### src/rtl/pnu_btn_pkg.sv
// pnu_btn_pkg: shared push-button types and default timing constants
package pnu_btn_pkg;
    typedef enum logic [1:0] {IDLE, PRESSED, HELD} btn_state_t;
    localparam int BTN_SYNC_STAGES = 2;
    localparam int BTN_DEB_DEFAULT = 16;
    localparam int BTN_HOLD_DEFAULT = 64;
endpackage

### src/rtl/pnu_sync2.sv
// pnu_sync2: two-flop synchroniser for an asynchronous pad input
module pnu_sync2
    import pnu_btn_pkg::*;
#(
    parameter bit RST_VAL = 1'b0
) (
    input  logic clk,
    input  logic rst,
    input  logic d,
    output logic q
);
    logic [BTN_SYNC_STAGES-1:0] sr;
    // shift the pad value through the chain; reset parks it at the idle level
    always_ff @(posedge clk or negedge rst)
        if (!rst) sr <= {BTN_SYNC_STAGES{RST_VAL}};
        else sr <= {sr[BTN_SYNC_STAGES-2:0], d};
    assign q = sr[BTN_SYNC_STAGES-1];
endmodule

### src/rtl/button_conditioner.sv
// button_conditioner: synchronise, debounce and classify a push-button into level and event pulses
module button_conditioner
    import pnu_btn_pkg::*;
#(
    parameter int DEB_CYCLES = BTN_DEB_DEFAULT,
    parameter int HOLD_CYCLES = BTN_HOLD_DEFAULT,
    parameter bit ACTIVE_LOW = 1'b0
) (
    input  logic clk,
    input  logic rst,
    input  logic button_raw,
    output logic btn_level,
    output logic btn_press,
    output logic btn_release,
    output logic long_press,
    output logic btn_hold
);
    localparam int CNT_W = $clog2(DEB_CYCLES > HOLD_CYCLES ? DEB_CYCLES : HOLD_CYCLES) + 1;
    logic synced, s, flip, rise, fall;
    logic [CNT_W-1:0] deb_cnt, hold_cnt;
    btn_state_t state;
    pnu_sync2 #(.RST_VAL(ACTIVE_LOW)) u_sync (.clk(clk), .rst(rst), .d(button_raw), .q(synced));
    assign s = synced ^ ACTIVE_LOW;
    assign flip = (s != btn_level) && (deb_cnt == CNT_W'(DEB_CYCLES - 1));
    assign rise = flip && !btn_level;
    assign fall = flip && btn_level;
    // accept a level change only after DEB_CYCLES consecutive disagreeing samples
    always_ff @(posedge clk or negedge rst)
        if (!rst) begin
            btn_level <= 1'b0;
            deb_cnt <= '0;
        end else begin
            btn_level <= btn_level ^ flip;
            deb_cnt <= (s == btn_level || flip) ? '0 : deb_cnt + 1'b1;
        end
    // press/hold FSM; release takes priority over a hold completing on the same edge
    always_ff @(posedge clk or negedge rst)
        if (!rst) begin
            state <= IDLE;
            hold_cnt <= '0;
            btn_press <= 1'b0;
            btn_release <= 1'b0;
            long_press <= 1'b0;
            btn_hold <= 1'b0;
        end else begin
            btn_press <= rise;
            btn_release <= fall;
            long_press <= 1'b0;
            case (state)
                IDLE:
                    if (rise) begin
                        state <= PRESSED;
                        hold_cnt <= '0;
                    end
                PRESSED:
                    if (fall) state <= IDLE;
                    else if (hold_cnt == CNT_W'(HOLD_CYCLES - 1)) begin
                        state <= HELD;
                        long_press <= 1'b1;
                        btn_hold <= 1'b1;
                    end else hold_cnt <= hold_cnt + 1'b1;
                HELD:
                    if (fall) begin
                        state <= IDLE;
                        btn_hold <= 1'b0;
                    end
                default: state <= IDLE;
            endcase
        end
endmodule

### config.mk
export PLATFORM = sky130hd
export DESIGN_NAME = button_conditioner
export DESIGN_NICKNAME = d
export VERILOG_FILES = /design/src/rtl/pnu_btn_pkg.sv /design/src/rtl/pnu_sync2.sv /design/src/rtl/button_conditioner.sv
export SDC_FILE = /design/constraint.sdc
export NUM_CORES = 1
export LEC_CHECK = 0
export ABC_AREA = 1
export CELL_PAD_IN_SITES_DETAIL_PLACEMENT = 1
export CELL_PAD_IN_SITES_GLOBAL_PLACEMENT = 1
export CORE_MARGIN = 2
export CORE_UTILIZATION = 39
export CTS_CLUSTER_DIAMETER = 40
export DETAILED_ROUTE_END_ITERATION = 8
export PLACE_DENSITY_LB_ADDON = 0.3
export SLEW_MARGIN = 25
export SYNTH_ARGS = -nofsm -noshare
export SYNTH_HDL_FRONTEND = slang
export SYNTH_SLANG_ARGS = --single-unit
### constraint.sdc
create_clock -name clk -period 1.5 [get_ports clk]
set_clock_uncertainty 0.15 [all_clocks]
set_input_delay 0.225 -clock clk [delete_from_list [all_inputs] [get_ports clk]]
set_output_delay 0.225 -clock clk [all_outputs]
set_load 0.05 [all_outputs]
# == Word-level counts from Yosys, hierarchy flattened ==
# Cells that the tools add are included.
# Widths: inputs -> output; s select.
# totals
regBits,23
latchBits,0
ram_bits,0
mem_bits_ro,0
in_bits,3
n_memories,0
# op_classes
n_addsub,2
n_mul,0
div,0
n_lt_le_gt_ge,0
n_eq_ne,12
shift,0
n_mux,17
n_bitwise,1
reduce_logical,11
# op_table
cell,count
$mux 7,4
$add 7x1->7 const B,2
$pmux 7 s2,1
$ne 2x2->1 const B,5
$mux 2,4
$reduce_and 4->1,2
$eq 7x4->1 const B,1
$eq 7x6->1 const B,1
$mux 1,6
$pmux 2 s3,1
$reduce_bool 2->1,2
$logic_and 1x1->1,3
$ne 3x3->1 const B,1
$reduce_and 3->1,1
$eq 2x1->1 const B,1
$eq 2x2->1 const B,1
$logic_not 2->1,1
$pmux 1 s2,1
$eq 1x1->1,1
$logic_not 1->1,1
$logic_or 1x1->1,1
$ne 1x1->1,1
$xor 1x1->1,1

# == Logic depth before layout (Yosys ltp) ==
# Gate-level depths: netlist of the first run.
# logic_depth
ltp_word,5
ltp_mapped,9
depth_no_buf,9

# == Modules after synthesis ==
# From an unflattened synthesis of the first run, not the netlist that was laid out.
# unflattened
hier_cells,134
hier_area_um2,1124.8
# modules_own_cells
mod,n_inst,cells_per_inst,area_each_um2,seq_area_each_um2
button_conditioner,1,132,1074.8,525.5
pnu_sync2,1,2,50.0,50.0

# == Worst setup path before layout of the first run ==
# No wires, ideal clock.
# synth_timing
path_type,register -> register
from,register hold_cnt[0]
to,register hold_cnt[5]
setup_time_ns,0.119
arrival_time_ns,1.296
setup_slack_ns,-0.066
path_stages_with_launch,10
n_path_buf,0
synth_period_minus_slack_ns,1.566
path_cell_list,dfrtp_1 ha_1 nand2_1 nor2_1 nand2_1 nor2_1 nor2_2 nand3_4 nand2_1 nand2_1
# synth_via
elab_chain_len,4
# synth_lines
item,line_no,rtl
from (decl),button_conditioner.sv:20,"logic [CNT_W-1:0] deb_cnt, hold_cnt;"
from (signal assigned),button_conditioner.sv:61,end else hold_cnt <= hold_cnt + 1'b1;
$add 7x1->7,button_conditioner.sv:61,
$mux 7,button_conditioner.sv:57,else if (hold_cnt == CNT_W'(HOLD_CYCLES - 1)) begin
$mux 7,button_conditioner.sv:56,if (fall) state <= IDLE;
$pmux 7 s2,button_conditioner.sv:49,case (state)
# Parallel ways exist; a longest one is shown, timed or not. The select of a mux whose other input is x is not followed.
# A chain may end at the register's enable or synchronous reset.

# == Worst setup path after layout of the first run ==
# layout_timing
from,register deb_cnt[0]
to,register hold_cnt[2]
# layout_via
elab_chain_len,5
# layout_lines
item,line_no,rtl
from (decl),button_conditioner.sv:20,
from (signal assigned),button_conditioner.sv:34,deb_cnt <= (s == btn_level || flip) ? '0 : deb_cnt + 1'b1;
$eq 7x4->1 *,button_conditioner.sv:24,assign flip = (s != btn_level) && (deb_cnt == CNT_W'(DEB_CYCLES - 1));
$logic_and 1x1->1 *,button_conditioner.sv:24,
"$logic_and 1x1->1, on equally long branches","button_conditioner.sv:25, button_conditioner.sv:26",
$ne 2x2->1 (no source line),-,
$reduce_and 4->1 (no source line) *,-,
# Mark *: on every way between the ends. The rest lies on a longest branch, timed or not.

==> results of run 1 <==
[worst max-delay path: stages (launching register included)]
cell     delay (ns)
dfrtp_1        0.39
ha_2           0.21
nand3_4        0.12
nor2_8         0.16
nand3_4        0.09
nand2_4        0.10
nand3_4        0.13
nand2_1        0.11
nand2_1        0.05
[sequential cells by signal (all words and copies together), names as in the netlist, named ones only]
signal and count:
btn_hold 1, btn_press 1, state 2, btn_release 1
u_sync.sr 2, long_press 1, deb_cnt 7, hold_cnt 7
[area by class of cell]
type | instances | area, µm² | share of cell area, %
Clock buffer | 4 | 26.3 | 1.67
Inverter | 18 | 67.6 | 4.31
Multi-Input combinational cell | 94 | 589 | 37.6
Sequential cell | 23 | 577 | 36.8
Tap cell | 31 | 38.8 | 2.47
Timing Repair Buffer | 27 | 270 | 17.2
[report_power, final]
group          total, mW  switching (mW)  internal (mW)
sequential         0.639         0.00922          0.630
clock              0.294           0.190          0.104
combinational     0.0606          0.0319         0.0287
total              0.994           0.231          0.763
[final timing paths]
check / depth (start not counted) / to / slack (ns) / startpoint
worst min-delay path: 2 / btn_release$_DFF_PN0_ / 0.1 / rst
worst max-delay path: 8 / hold_cnt[2]$_DFFE_PN0P_ / -0.1 / deb_cnt[0]$_DFF_PN0_
worst max register to register: 8 / hold_cnt[2]$_DFFE_PN0P_ / -0.1 / deb_cnt[0]$_DFF_PN0_
worst min register to register: 0 / u_sync.sr[1]$_DFF_PN0_ / 0.22 / u_sync.sr[0]$_DFF_PN0_
max in group asynchronous: 2 / async pin / 0.84 / rst
min in group clk: 1 / u_sync.sr[0]$_DFF_PN0_ / 0.21 / button_raw
[metal layers]
layer	wire, µm	global-route usage [%]	vias to the layer above
li1	-	-	489
met1	1330	23.5	490
met2	1420	32.4	12
met3	60	1.98	5
met4	39	6.82	0
met5	0	0	-
[layout by cell type (no fill, tap or decap), types with 2 or more instances in the layout]
| cell | Yosys | layout |
|---|---|---|
| clkbuf_4 | 0 | 3 |
| nand2_4 | 1 | 2 |
| a21oi_1 | 3 | 3 |
| o21ai_0 | 3 | 3 |
| nand2_1 | 35 | 31 |
| nand2_2 | 2 | 5 |
| ha_2 | 0 | 2 |
| xor2_1 | 2 | 2 |
| inv_1 | 18 | 17 |
| clkdlybuf4s50_1 | 0 | 2 |
| nor3b_1 | 2 | 2 |
| nor2_4 | 0 | 4 |
| buf_12 | 0 | 5 |
| nor2_2 | 1 | 2 |
| nand4_1 | 6 | 6 |
| nor2_1 | 21 | 16 |
| nand3_4 | 3 | 3 |
| dfrtp_1 | 23 | 22 |
| buf_4 | 0 | 20 |
| nand3_1 | 4 | 3 |
[stage by stage]
stage | hold WS (ns) | utilization, % | std cells | setup WS, ns | area, µm²
floorplan | -0.221 | - | 135 | -0.0389 | 1170
global placement | 0.188 | 51.2 | 187 | -0.0579 | 1440
detailed placement | 0.194 | 51.2 | 187 | -0.115 | 1440
CTS | 0.0966 | 53.1 | 192 | -0.0771 | 1490
global route | 0.109 | 55.9 | 197 | -0.179 | 1570
finish | 0.0997 | 55.9 | 197 | -0.0975 | 1570
[timing repair]
| item | CTS | global route |
|---|---|---|
| pin swaps | 9 | 2 |
| buffers inserted | 1 | 5 |
| resized for setup | 6 | 12 |
| endpoints found under the setup margin | 15 | 13 |
[kinds of logic (layout without fill, tap and decap cells)]
| family | Yosys count | in the layout | share of synthesized area, % |
|---|---|---|---|
| AOI/OAI and AO/OA | 10 | 10 | 4.72 |
| xor gates and xnor gates | 3 | 3 | 2.25 |
| adders and majority gates | 2 | 2 | 2.15 |
| buffers and inverters | 18 | 49 | 5.79 |
| DFF | 23 | 23 | 49.4 |
| and+or+nand+nor | 79 | 79 | 35.7 |
==> impl_metrics.csv, run 1 <==
group,metric,value,unit
routing,wire_per_inst,14.5,µm
critical_path,critical_path_required,1.58,ns
clock_tree,numCtsBuffers,3,
routing,vias,996,
timing,maxSlewViolCount,0,
floorplan,ioPinCount,8,
power,max-vdd-ir-drop,312,µV
timing,worstMarginPinSlew,0.299,ns
synthesis,seq_area_frac_synth,49.4,%
critical_path,crit_fanout,8,
clock_tree,clk_path_buf_depth,2,
timing,tns,-0.557,ns
timing,fin_crit,1.60,ns
timing,hold_viol_final,0,
routing,drtAntennaViolNets,0,
run,max_cap_viol_count,0,
synthesis,synth_edf_count,0,
clock_tree,cts_num_sinks,23,
outcome,failed_checks,"DRC, setup timing",
routing,dr.first_iter.drc_count,39,
floorplan,coreArea,2810,µm²
outcome,status,"finished, violations left",
synthesis,synthesis.nets,140,
routing,wl,2850,µm
clock_tree,cts_tree,"done",
grt,grt_pass1_wl,4810,µm
synthesis,synth_area_leaders,"dfrtp_1 (49%), nand2_1 (11%), nor2_1 (6.8%), inv_1 (5.8%), nand3_4 (4.5%)",
clock_tree,hold_buffers,0,
final_layout,antenna_cells,0,
clock_tree,cts_htree_levels,1,
synthesis,yosysTopAreaCell,"dfrtp_1",
final_layout,nets,172,
placement,port-buffer-count,7,
critical_path,start_kind,"register",
synthesis,synthesis.area,1170,µm²
grt,grt_pass1_vias,1089,
synthesis,synthMostInstantiatedCell,"nand2_1",
floorplan,fp.dieH,58.7,µm
clock_tree,clk_pin_slew_worst_paths,0.13,ns
placement,dp_hpwl,2150,µm
clock_tree,root_buffer,"clkbuf_4",
synthesis,syn-mean-instance-area,8.64,µm²
critical_path,arrival,1.68,ns
floorplan,dieArea,3440,µm²
grt,antenna_found_initial,0,
grt,grt_use_total,18.5,%
grt,grt_overflow,0,
power,leakage,0.767,nW
synthesis,yosys-top-cells-count,"nand2_1 (35), dfrtp_1 (23), nor2_1 (21), inv_1 (18), nand4_1 (6)",
power,p_total,0.994,mW
timing,timing.final.ws_setup,-0.0975,ns
synthesis,netlist_instances,135,
power,powerDensity,633,nW/µm²
worst_hold_path,hold_class,"primary input to async pin",
final_layout,fillers,325,
floorplan,row_count,19,
placement,gp_congestion,0.816,
timing,fmax,626,MHz
synthesis,yosys.area.top_type_share,49.4,%
timing,fin_crit_sh,107,%
critical_path,crit_path_end_kind,"register",
timing,finalSetupViolations,8,
synthesis,yosysUniqueCellTypes,22,
timing,rsz0062_at_grt,"yes",
floorplan,fp.dieW,58.7,µm
floorplan,start_util,41.6,%
final_layout,drive_above_1_share,31.9,%
clock_tree,clock_latency,0.32,ns
grt,grt_max_degree,24,
synthesis,ys_ff_latch,23,
routing,drc,1,
timing,slew_headroom,80.1,%
synthesis,synthArstFlopShare,100,%
synthesis,ys_warn_count,0,
routing,dr.pass1.iters,6,
routing,viasPerCell,5.06,
critical_path,criticalPathCategory,"register to register",
synthesis,synthFlopType,"dfrtp_1",
final_layout,syn2layout_area_growth,34.5,%
Note: power is estimated with default switching activity, not from simulation.
==> inputs of run 2 (changes only) <==
--- a/config.mk
+++ b/config.mk
@@ -8,7 +8,6 @@
 export ABC_AREA = 1
 export CELL_PAD_IN_SITES_DETAIL_PLACEMENT = 1
 export CELL_PAD_IN_SITES_GLOBAL_PLACEMENT = 1
-export CORE_MARGIN = 2
 export CORE_UTILIZATION = 39
 export CTS_CLUSTER_DIAMETER = 40
 export DETAILED_ROUTE_END_ITERATION = 8
==> run 2 against run 1 <==
Against the previous run: the run still ends with DRC, setup timing left; design area is 3.1% higher; fmax is 0.73% lower; routed wire length is 21% higher.
==> impl_metrics.csv, run 2 (same netlist as run 1, synthesis figures left out) <==
group,metric,value,unit
clock_tree,clk_path_buf_depth,2,
floorplan,coreArea,2810,µm²
floorplan,start_util,41.6,%
floorplan,row_count,19,
final_layout,final_cell_mix,"nand2_1 (32), buf_4 (23), dfrtp_1 (22)",
routing,drtAntennaViolNets,0,
timing,timing.final.ws_setup,-0.109,ns
timing,worstMarginPinSlew,0.334,ns
outcome,status,"finished, violations left",
worst_hold_path,hold_class,"primary input to async pin",
timing,tns,-1.38,ns
power,seqPwrFrac,63.7,%
grt,grt_pass1_wl,5550,µm
power,leakage,0.778,nW
routing,vias,1063,
critical_path,critical_path_required,1.60,ns
timing,slew_headroom,77.6,%
clock_tree,clock_latency,0.30,ns
clock_tree,root_buffer,"clkbuf_4",
power,combPwrFrac,7.4,%
grt,grt_max_degree,24,
critical_path,start_kind,"register",
final_layout,drive_above_1_share,33.9,%
critical_path,crit_slowest_cell,"dfrtp_1",
critical_path,crit_path_end_kind,"register",
final_layout,nets,177,
final_layout,reg_top3,"deb_cnt (7), hold_cnt (7)",
critical_path,path_cells,"ha_2 -> nand2_2 -> nor2_2 -> nand2_2 -> nor2_4 -> nor2_2 -> buf_4 -> nand4_1 -> nand2_1",
critical_path,r2r_slack,-0.11,ns
timing,fmax,621,MHz
routing,wl,3470,µm
clock_tree,clk_pin_slew_worst_paths,0.13,ns
critical_path,slowest_delay,0.42,ns
clock_tree,cts_num_sinks,23,
outcome,failed_checks,"DRC, setup timing",
grt,antenna_found_initial,0,
timing,fin_crit_sh,107,%
critical_path,crit_fanout,5,
power,p_int,0.771,mW
routing,viasPerCell,5.26,
critical_path,arrival,1.71,ns
final_layout,antenna_cells,0,
placement,dp_cells,187,
placement,dp_slack,-0.0970,ns
floorplan,fp.dieW,56.7,µm
timing,hold_viol_final,0,
placement,port-buffer-count,7,
clock_tree,cts_tree,"done",
floorplan,ioPinCount,8,
critical_path,r2r_end,"hold_cnt[5]$_DFFE_PN0P_",
floorplan,dieArea,3210,µm²
floorplan,fp.dieH,56.7,µm
grt,grt_overflow,0,
power,max-vdd-ir-drop,398,µV
clock_tree,hold_buffers,0,
power,swShare,23.4,%
timing,rsz0062_at_grt,"yes",
final_layout,final_common_cell,"nand2_1",
grt,grt_pass1_vias,1204,
grt,grt_use_total,22.6,%
clock_tree,numCtsBuffers,3,
placement,dp_hpwl,1970,µm
power,powerDensity,623,nW/µm²
routing,drc,2,
power,p_clk_share,28.9,%
placement,gp_congestion,0.776,
timing,maxSlewViolCount,0,
power,netSwitchingPower,0.236,mW
run,max_cap_viol_count,0,
routing,dr.pass1.iters,6,
critical_path,r2r_cells,9,
clock_tree,cts_htree_levels,1,
timing,fin_crit,1.61,ns
critical_path,r2r-start,"hold_cnt[0]$_DFFE_PN0P_",
critical_path,crit_start,"hold_cnt[0]$_DFFE_PN0P_",
routing,wire_per_inst,17.2,µm
critical_path,criticalPathCategory,"register to register",
final_layout,syn2layout_area_growth,38.7,%
routing,dr.first_iter.drc_count,19,
final_layout,fin_cells,202,
timing,finalSetupViolations,17,
[run 2: per-layer routing]
layer | global-route usage (%) | wire length, µm
met4 | 9.64 | 95
met5 | 0 | 0
met3 | 3.92 | 90
met1 | 26.4 | 1470
met2 | 40.3 | 1810
[run 2: area by class of cell]
| class | instances | area, µm² |
|---|---|---|
| tap | 31 | 38.8 |
| timing repair buffer | 32 | 315 |
| sequential | 23 | 577 |
| clock buffer | 4 | 26.3 |
| inverter | 18 | 67.6 |
| multi-input combinational | 94 | 593 |
| fill | 332 | 1190 |
[run 2: metrics by stage]
step	utilization (%)	power [mW]	hold slack, ns	area [µm²]
floorplan	-	0.667	-0.221	1170
global placement	51.2	0.702	0.186	1440
detailed placement	51.2	0.706	0.198	1440
CTS	55.0	1.01	0.113	1540
global route	57.7	1.05	0.118	1620
finish	57.7	1.01	0.119	1620
[run 2: worst max path at each step]
stage / end / slack [ns] / cells past startpoint
2_1_floorplan: hold_cnt[5]$_DFFE_PN0P_ / -0.04 / 9
3_3_place_gp: hold_cnt[5]$_DFFE_PN0P_ / -0.05 / 8
3_5_place_dp: hold_cnt[0]$_DFFE_PN0P_ / -0.1 / 8
4_1_cts: hold_cnt[3]$_DFFE_PN0P_ / -0.06 / 9
5_1_grt: hold_cnt[1]$_DFFE_PN0P_ / -0.22 / 8
6_report: hold_cnt[5]$_DFFE_PN0P_ / -0.11 / 9
[run 2: critical path: cells and delay by family (launching register included)]
| family | cells | cell delay (ns) |
|---|---|---|
| adder cells (fa/ha/maj) | 1 | 0.20 |
| buffers and inverters | 1 | 0.18 |
| flip-flops | 1 | 0.42 |
| AND/OR/NAND/NOR | 7 | 0.60 |
[run 2: power by group through the flow]
stage	clock, mW	combinational (mW)	sequential, mW
floorplan	0	0.0178	0.650
global placement	0	0.0523	0.649
detailed placement	0	0.0551	0.651
CTS	0.304	0.0683	0.641
global route	0.328	0.0817	0.643
finish	0.291	0.0747	0.641
[run 2: timing repair]
action,in CTS,in global routing
pin swaps,4,4
endpoints found under the setup margin,17,18
resized for setup,7,12
buffers inserted,6,5
endpoints found under the hold margin,0,0
